<file path="src/rtl/decoder_csc_pipe.sv">
// Two-stage colour-space conversion pipeline: S1 converts YCoCg to RGB (or passes
// through), S2 clips every sample to [0, maxPoint] and drives the output handshake.
module decoder_csc_pipe #(
    parameter int MAX_SLICE_WIDTH = 2560,
    parameter int BLK_W           = 8,
    parameter int BLK_H           = 2,
    parameter int IN_W            = 14,
    parameter int OUT_W           = 12
) (
    input  logic                                 clk,
    input  logic                                 rst_n,
    input  logic                                 flush,
    input  logic [1:0]                           csc,
    input  logic [$clog2(MAX_SLICE_WIDTH)-1:0]   slice_width,
    input  logic [OUT_W-1:0]                     maxPoint,
    input  logic                                 in_valid,
    output logic                                 in_ready,
    input  logic [3*BLK_H*BLK_W*IN_W-1:0]        in_blk_p,
    output logic                                 out_valid,
    input  logic                                 out_ready,
    output logic [3*BLK_H*BLK_W*OUT_W-1:0]       out_blk_p,
    output logic                                 out_eol
);

    localparam int NPIX  = BLK_H * BLK_W;
    localparam int CW    = IN_W + 2;
    localparam int SW_W  = $clog2(MAX_SLICE_WIDTH);
    localparam int CNT_W = SW_W + 1;

    function automatic logic [OUT_W-1:0] sat(input logic signed [CW-1:0] v,
                                             input logic [OUT_W-1:0] mx);
        logic signed [CW-1:0] lim;
        lim = $signed(CW'(mx));
        if (v[CW-1])
            return '0;
        else if (v > lim)
            return mx;
        else
            return v[OUT_W-1:0];
    endfunction

    logic                      r_vld_p1;
    logic                      r_vld_p2;
    logic [CNT_W-1:0]          r_blk_cnt;
    logic [3*NPIX*CW-1:0]      r_dat_p1;
    logic [3*NPIX*OUT_W-1:0]   r_dat_p2;

    logic                      w_ld_p1;
    logic                      w_ld_p2;
    logic                      w_acc;
    logic                      w_xfer;
    logic                      w_ycocg;
    logic [CNT_W-1:0]          w_bpl;
    logic                      w_eol_hit;
    logic [3*NPIX*CW-1:0]      w_cv;

    assign w_ld_p2  = ~r_vld_p2 | out_ready;
    assign w_ld_p1  = ~r_vld_p1 | w_ld_p2;
    assign in_ready = ~flush & w_ld_p1;
    assign w_acc    = in_valid & in_ready;
    assign w_xfer   = r_vld_p2 & out_ready & ~flush;
    assign w_ycocg  = (csc == 2'd1);

    // Blocks per line rounds up so a partial trailing block still ends the line.
    assign w_bpl     = CNT_W'((32'(slice_width) + 32'(BLK_W - 1)) / 32'(BLK_W));
    assign w_eol_hit = (r_blk_cnt == w_bpl - CNT_W'(1));

    assign out_valid = r_vld_p2;
    assign out_eol   = r_vld_p2 & w_eol_hit;
    assign out_blk_p = r_dat_p2;

    for (genvar p = 0; p < NPIX; p++) begin : g_px
        logic signed [CW-1:0] w_y, w_co, w_cg, w_t, w_g, w_b, w_r;
        assign w_y  = CW'($signed(in_blk_p[(0*NPIX+p)*IN_W +: IN_W]));
        assign w_co = CW'($signed(in_blk_p[(1*NPIX+p)*IN_W +: IN_W]));
        assign w_cg = CW'($signed(in_blk_p[(2*NPIX+p)*IN_W +: IN_W]));
        assign w_t  = w_y - (w_cg >>> 1);
        assign w_g  = w_cg + w_t;
        assign w_b  = w_t - (w_co >>> 1);
        assign w_r  = w_b + w_co;
        assign w_cv[(0*NPIX+p)*CW +: CW] = w_ycocg ? w_r : w_y;
        assign w_cv[(1*NPIX+p)*CW +: CW] = w_ycocg ? w_g : w_co;
        assign w_cv[(2*NPIX+p)*CW +: CW] = w_ycocg ? w_b : w_cg;
    end

    always_ff @(posedge clk or negedge rst_n) begin
        if (!rst_n) begin
            r_vld_p1  <= 1'b0;
            r_vld_p2  <= 1'b0;
            r_blk_cnt <= '0;
        end else if (flush) begin
            r_vld_p1  <= 1'b0;
            r_vld_p2  <= 1'b0;
            r_blk_cnt <= '0;
        end else begin
            if (w_ld_p2)
                r_vld_p2 <= r_vld_p1;
            if (w_ld_p1)
                r_vld_p1 <= w_acc;
            if (w_xfer)
                r_blk_cnt <= w_eol_hit ? '0 : r_blk_cnt + CNT_W'(1);
        end
    end

    // S1: converted samples; the mode is baked in here so it travels with the block
    always_ff @(posedge clk) begin
        if (w_acc)
            r_dat_p1 <= w_cv;
    end

    // S2: clipped output samples
    always_ff @(posedge clk) begin
        if (w_ld_p2 && r_vld_p1) begin
            for (int k = 0; k < 3*NPIX; k++)
                r_dat_p2[k*OUT_W +: OUT_W] <= sat(r_dat_p1[k*CW +: CW], maxPoint);
        end
    end

endmodule

</file>
<file path="config.mk">
export PLATFORM = sky130hd
export DESIGN_NAME = decoder_csc_pipe
export DESIGN_NICKNAME = d
export VERILOG_FILES = /design/src/rtl/decoder_csc_pipe.sv
export SDC_FILE = /design/constraint.sdc
export NUM_CORES = 2
export LEC_CHECK = 0
export CAP_MARGIN = 20
export CORE_UTILIZATION = 35
export CTS_CLUSTER_DIAMETER = 60
export DETAILED_ROUTE_END_ITERATION = 12
export PLACE_DENSITY = 0.51
export RECOVER_POWER = 25
export SLEW_MARGIN = 0
export SYNTH_ARGS = -nofsm -noshare
export SYNTH_HDL_FRONTEND = slang
export SYNTH_SLANG_ARGS = --single-unit
</file>
<file path="constraint.sdc">
create_clock -name clk -period 39.4 [get_ports clk]
set_input_delay 5.91 -clock clk [delete_from_list [all_inputs] [get_ports clk]]
set_output_delay 5.91 -clock clk [all_outputs]
set_load 0.01 [all_outputs]
</file>
After elaboration in Yosys (flattened, before gate mapping)
Cells that the tools add are included.

Bits in latches: 0. Bits in read-only memories: 0. RAM bits: 0. Input bits: 703. Logic and storage cells: 286. Flip-flop bits (word level): 1359. Memories kept: 0. Output and inout port bits: 579.

Eq/ne operators: 2. Bitwise operators: 10. Shifts and indexed selects: 0. Add/subtract/negate cells: 67. Reduce and logical (&&, ||, !) cells: 4. Muxes and demuxes: 103. Multiply operators: 0. Magnitude comparators: 48. Div/mod/pow operators: 0.

Operators by type and width (number): > comparator 16 x 13 -> 1 bit (48); 2-to-1 mux 16 bit (48); 2-to-1 mux 12 bit (48); adder 14 x 15 -> 16 bit (16); adder 16 x 14 -> 16 bit (16); subtractor 15 x 13 -> 16 bit (16); subtractor 14 x 13 -> 15 bit (16); 2-to-1 mux 13 bit (3); adder 12 x 3 -> 13 bit (second input constant) (1); adder 13 x 1 -> 13 bit (second input constant) (1); == test 13 bit (1); subtractor 10 x 1 -> 11 bit (second input constant) (1); nonzero test 2 bit (3); AND 1 bit (5); 2-to-1 mux 1 bit (4); inverter 1 bit (3); == test 2 x 1 -> 1 bit (second input constant) (1); bitwise OR 1 bit (2); logical AND 1 bit (1).

Longest topological paths before layout
Word-level depth: 7. Gate-level depth with buffers: 28. Mapped depth without buffers: 28.

Worst setup path before layout
Ideal clock, no wire load.

Path kind: input port to flip-flop. Start: input port out_ready. End: register r_dat_p2[0] (netlist: out_blk_p[0]) (enable). Setup time: 1.600 ns. Cell stages on the path: 2. Data arrival time: 31.347 ns. Path slack: 6.453 ns. Required time: 37.800 ns. Buffers on the path: 0. Path through: nor2b_1 nor2b_1.

Longest elaborated chain between the ends: 2.

Ends and longest elaborated chain: start, declared (line 20) `input logic out_ready,`; bitwise OR 1 bit (line 57) `assign w_ld_p2 = ~r_vld_p2 | out_ready;`; logical AND 1 bit (line 113) `if (w_ld_p2 && r_vld_p1) begin`; end signal, assigned by index (line 115) `r_dat_p2[k*OUT_W +: OUT_W] <= sat(r_dat_p1[k*CW +: CW], maxPoint);`; end, declared (line 46) `logic [3*NPIX*OUT_W-1:0] r_dat_p2;`.

Every way passes these cells. A chain may end at the register's enable or synchronous reset.

Final worst setup path
Start: input port out_ready. End: register r_dat_p2[366] (netlist: out_blk_p[366]) (enable).

Same word-level chain as after synthesis.

==> results.toml <==
[run_status]
violations = "max-capacitance violations, max-slew violations"
status = "complete, but fails checks"

[layout]
regArea_sq_um = 40700
drive_above_1_share_pct = 4.54
final_area_sq_um = 137000
post-route-util_pct = 42.9
nets = 15536
stdcell_count = 17671
fill_cells = 30560
synthToLayoutAreaGrowth_pct = 21.8
multiInputGateArea_sq_um = 66800

[clocking]
cts_resized = 0
clk_latency_ns = 0.92
cts_setup_buffers = 0
clockBufferDepth = 4
cts_tree = "yes"
cts_root_buffer = "clkbuf_16"
htreeDepth = 4
postCtsHoldBufs = 0
cts_buffers = 200
clk_pin_slew_worst_paths_ns = 0.05
clock-sinks = 1359

[worst_hold_path]
hold_path_class = "register to register"
min_path_cells = 2

[logic_synthesis]
synth_edf_count = 1344
ys_ff_latch = 1359
synthCells = 12023
ys_warn_count = 0
synth_top_area_share_pct = 36.0
synth_area_leaders = "edfxtp_1 36%, ha_1 17%, o21ai_0 5.6%"
yosysMostFrequentCell = "ha_1"
synth_area_leader_cell = "edfxtp_1"
synth_cell_types = 87
syn-num-nets = 14328
synthTopCellsByCount = "1538 x ha_1, 1344 x edfxtp_1, 1245 x o21ai_0"
synth_area_sq_um = 112000
synthArstFlopShare_pct = 1.10
syn_avg_cell_area_sq_um = 9.33
ys.flop_type = "edfxtp_1"
synth-seq-area-share_pct = 36.3

[grt]
grt_max_degree = 180
grt_pass1_wl_um = 682000
grt_pass1_vias = 96327
grt_overflow = 0
grt_use_total_pct = 29.0
antenna_found_initial = 207

[floorplanning]
dieWidth_um = 568
start_util_pct = 35.2
die_area_sq_um = 323000
core_area_sq_um = 318000
dieHeight_um = 568
io_pins = 1282
rows = 207

[place]
io_buffers = 1281
placed_area_sq_um = 130000
post-dp-hpwl_um = 376000
place.gp.congestion = 0.959
dpl.cell_count = 17201
place_ws_ns = 23.95

[power]
power_density_nw_per_um2 = 46.7
power.leakage_nw = 56.8
p_total_mw = 6.38
vdd_drop_max_v = 0.0000322

[critical_path]
crit_arrival_ns = 18.07
path_class = "primary input to register"
critPathCaptureType = "register"
crit_required_ns = 39.92
cp-start-kind = "primary input"
critPathMaxFanout = 103
reg2reg_depth = 8

[timing]
hold_viol_final = 0
tns_ns = 0
final.period_utilization_pct = 44.5
skew_ns = 0.0738
period_minus_slack_ns = 17.54
tightest_slew_ns = 7.25
slew_headroom_pct = -384
rsz0062_at_grt = "false"
max_clock_freq_mhz = 57.0
hold_ws_ns = 0.546
slew_violations = 882
setup_slack_ns = 21.86
setup_viol = 0

[routing]
drt-met1-wl_um = 206000
drc = 0
drt-initial-drc-count = 9154
drt_wl_total_um = 488000
dr_wl_met3_um = 38200
dr.max_layer_used = "met5"
vias = 99824
wl_met2_um = 218000
wl_per_cell_um = 27.6
viasPerCell = 5.65
drtAntennaViolNets = 0
dr.pass1.iters = 6

[run]
maxCapViolCount = 10
[critical path: stages]
cell,delay (ns)
dlygate4sd3_1,0.57
nor2b_1,0.10
nor2b_1,0.96
clkbuf_1,5.08
clkbuf_1,1.91
buf_4,0.98
buf_4,0.72
buf_4,0.70
buf_4,0.86
[per-layer routing]
layer | vias up | GRT usage [%]
met5 | - | 0
met2 | 3983 | 45.9
met1 | 48181 | 37.3
met4 | 62 | 14.5
met3 | 941 | 6.25
li1 | 46657 | -
[worst paths after layout]
check	startpoint	endpoint	slack, ns
worst max-delay path	out_ready	out_blk_p[366]	21.86
max in group asynchronous	rst_n	r_blk_cnt[6]	33.41
worst min register to register	r_blk_cnt[12]	r_blk_cnt[12]	0.55
worst max register to register	out_valid	out_blk_p[366]	27.00
min in group asynchronous	rst_n	r_blk_cnt[1]	5.55
worst min-delay path	r_blk_cnt[12]	r_blk_cnt[12]	0.55
[power by group]
part,switching [mW],total [mW],leakage (nW),internal (mW)
clock network,0.753,1.86,3.26,1.11
logic,1.57,2.69,40.6,1.12
registers,0.0725,1.82,13.0,1.75
total,2.40,6.38,56.8,3.98
[flip-flops by register name, summed over array words and instances (netlist names)]
register	cells
r_dat_p1	768
r_vld_p1	1
out_valid	1
r_blk_cnt	13
out_blk_p	576
[cell families (layout without fill, tap and decap cells)]
family,count (synthesis),count (layout),share of synthesized area (%)
AO/OA/AOI/OAI,3306,3306,17.8
XOR/XNOR,748,748,5.87
adder cells (fa/ha/maj),1602,1602,18.3
buffers and inverters,1242,2610,4.18
flip-flops,1359,1359,36.3
multiplexers,350,350,3.16
other,0,100,0
AND/OR/NAND/NOR,3416,3416,14.4
[layout make-up]
cell class,instances,share of cell area (%)
Antenna cell,100,0.183
Clock buffer,223,3.80
Clock inverter,139,1.14
Inverter,853,2.37
Multi-Input combinational cell,9422,48.9
Sequential cell,1359,29.8
Tap cell,4180,3.83
Timing Repair Buffer,1395,9.99
[placed cells by master (no fill, tap or decap), drive strengths merged, types with 57 or more instances in the layout]
master         synthesis  layout
a31oi                 99      99
nor2b                196     196
nor4                  71      71
buf                   37     112
clkdlybuf4s50          1     800
xor2                 280     280
xnor2                466     466
ha                  1538    1538
a21boi                57      57
clkinv                 0      62
and3                 117     117
edfxtp              1344    1344
nand3                485     485
o31ai                 65      65
nand2b                76      76
or3                   96      96
clkbuf               351     236
a21oi                842     842
nor3                 208     208
nand4                 75      75
a21o                 164     164
diode                  0     100
o21a                 257     257
nor2                 815     815
dlygate4sd3            0     469
o21bai               107     107
a211oi                80      80
mux2i                316     316
o21ai               1266    1266
nand2               1041    1041
inv                  853     888
fa                    64      64
(Power assumes the default switching activity.)
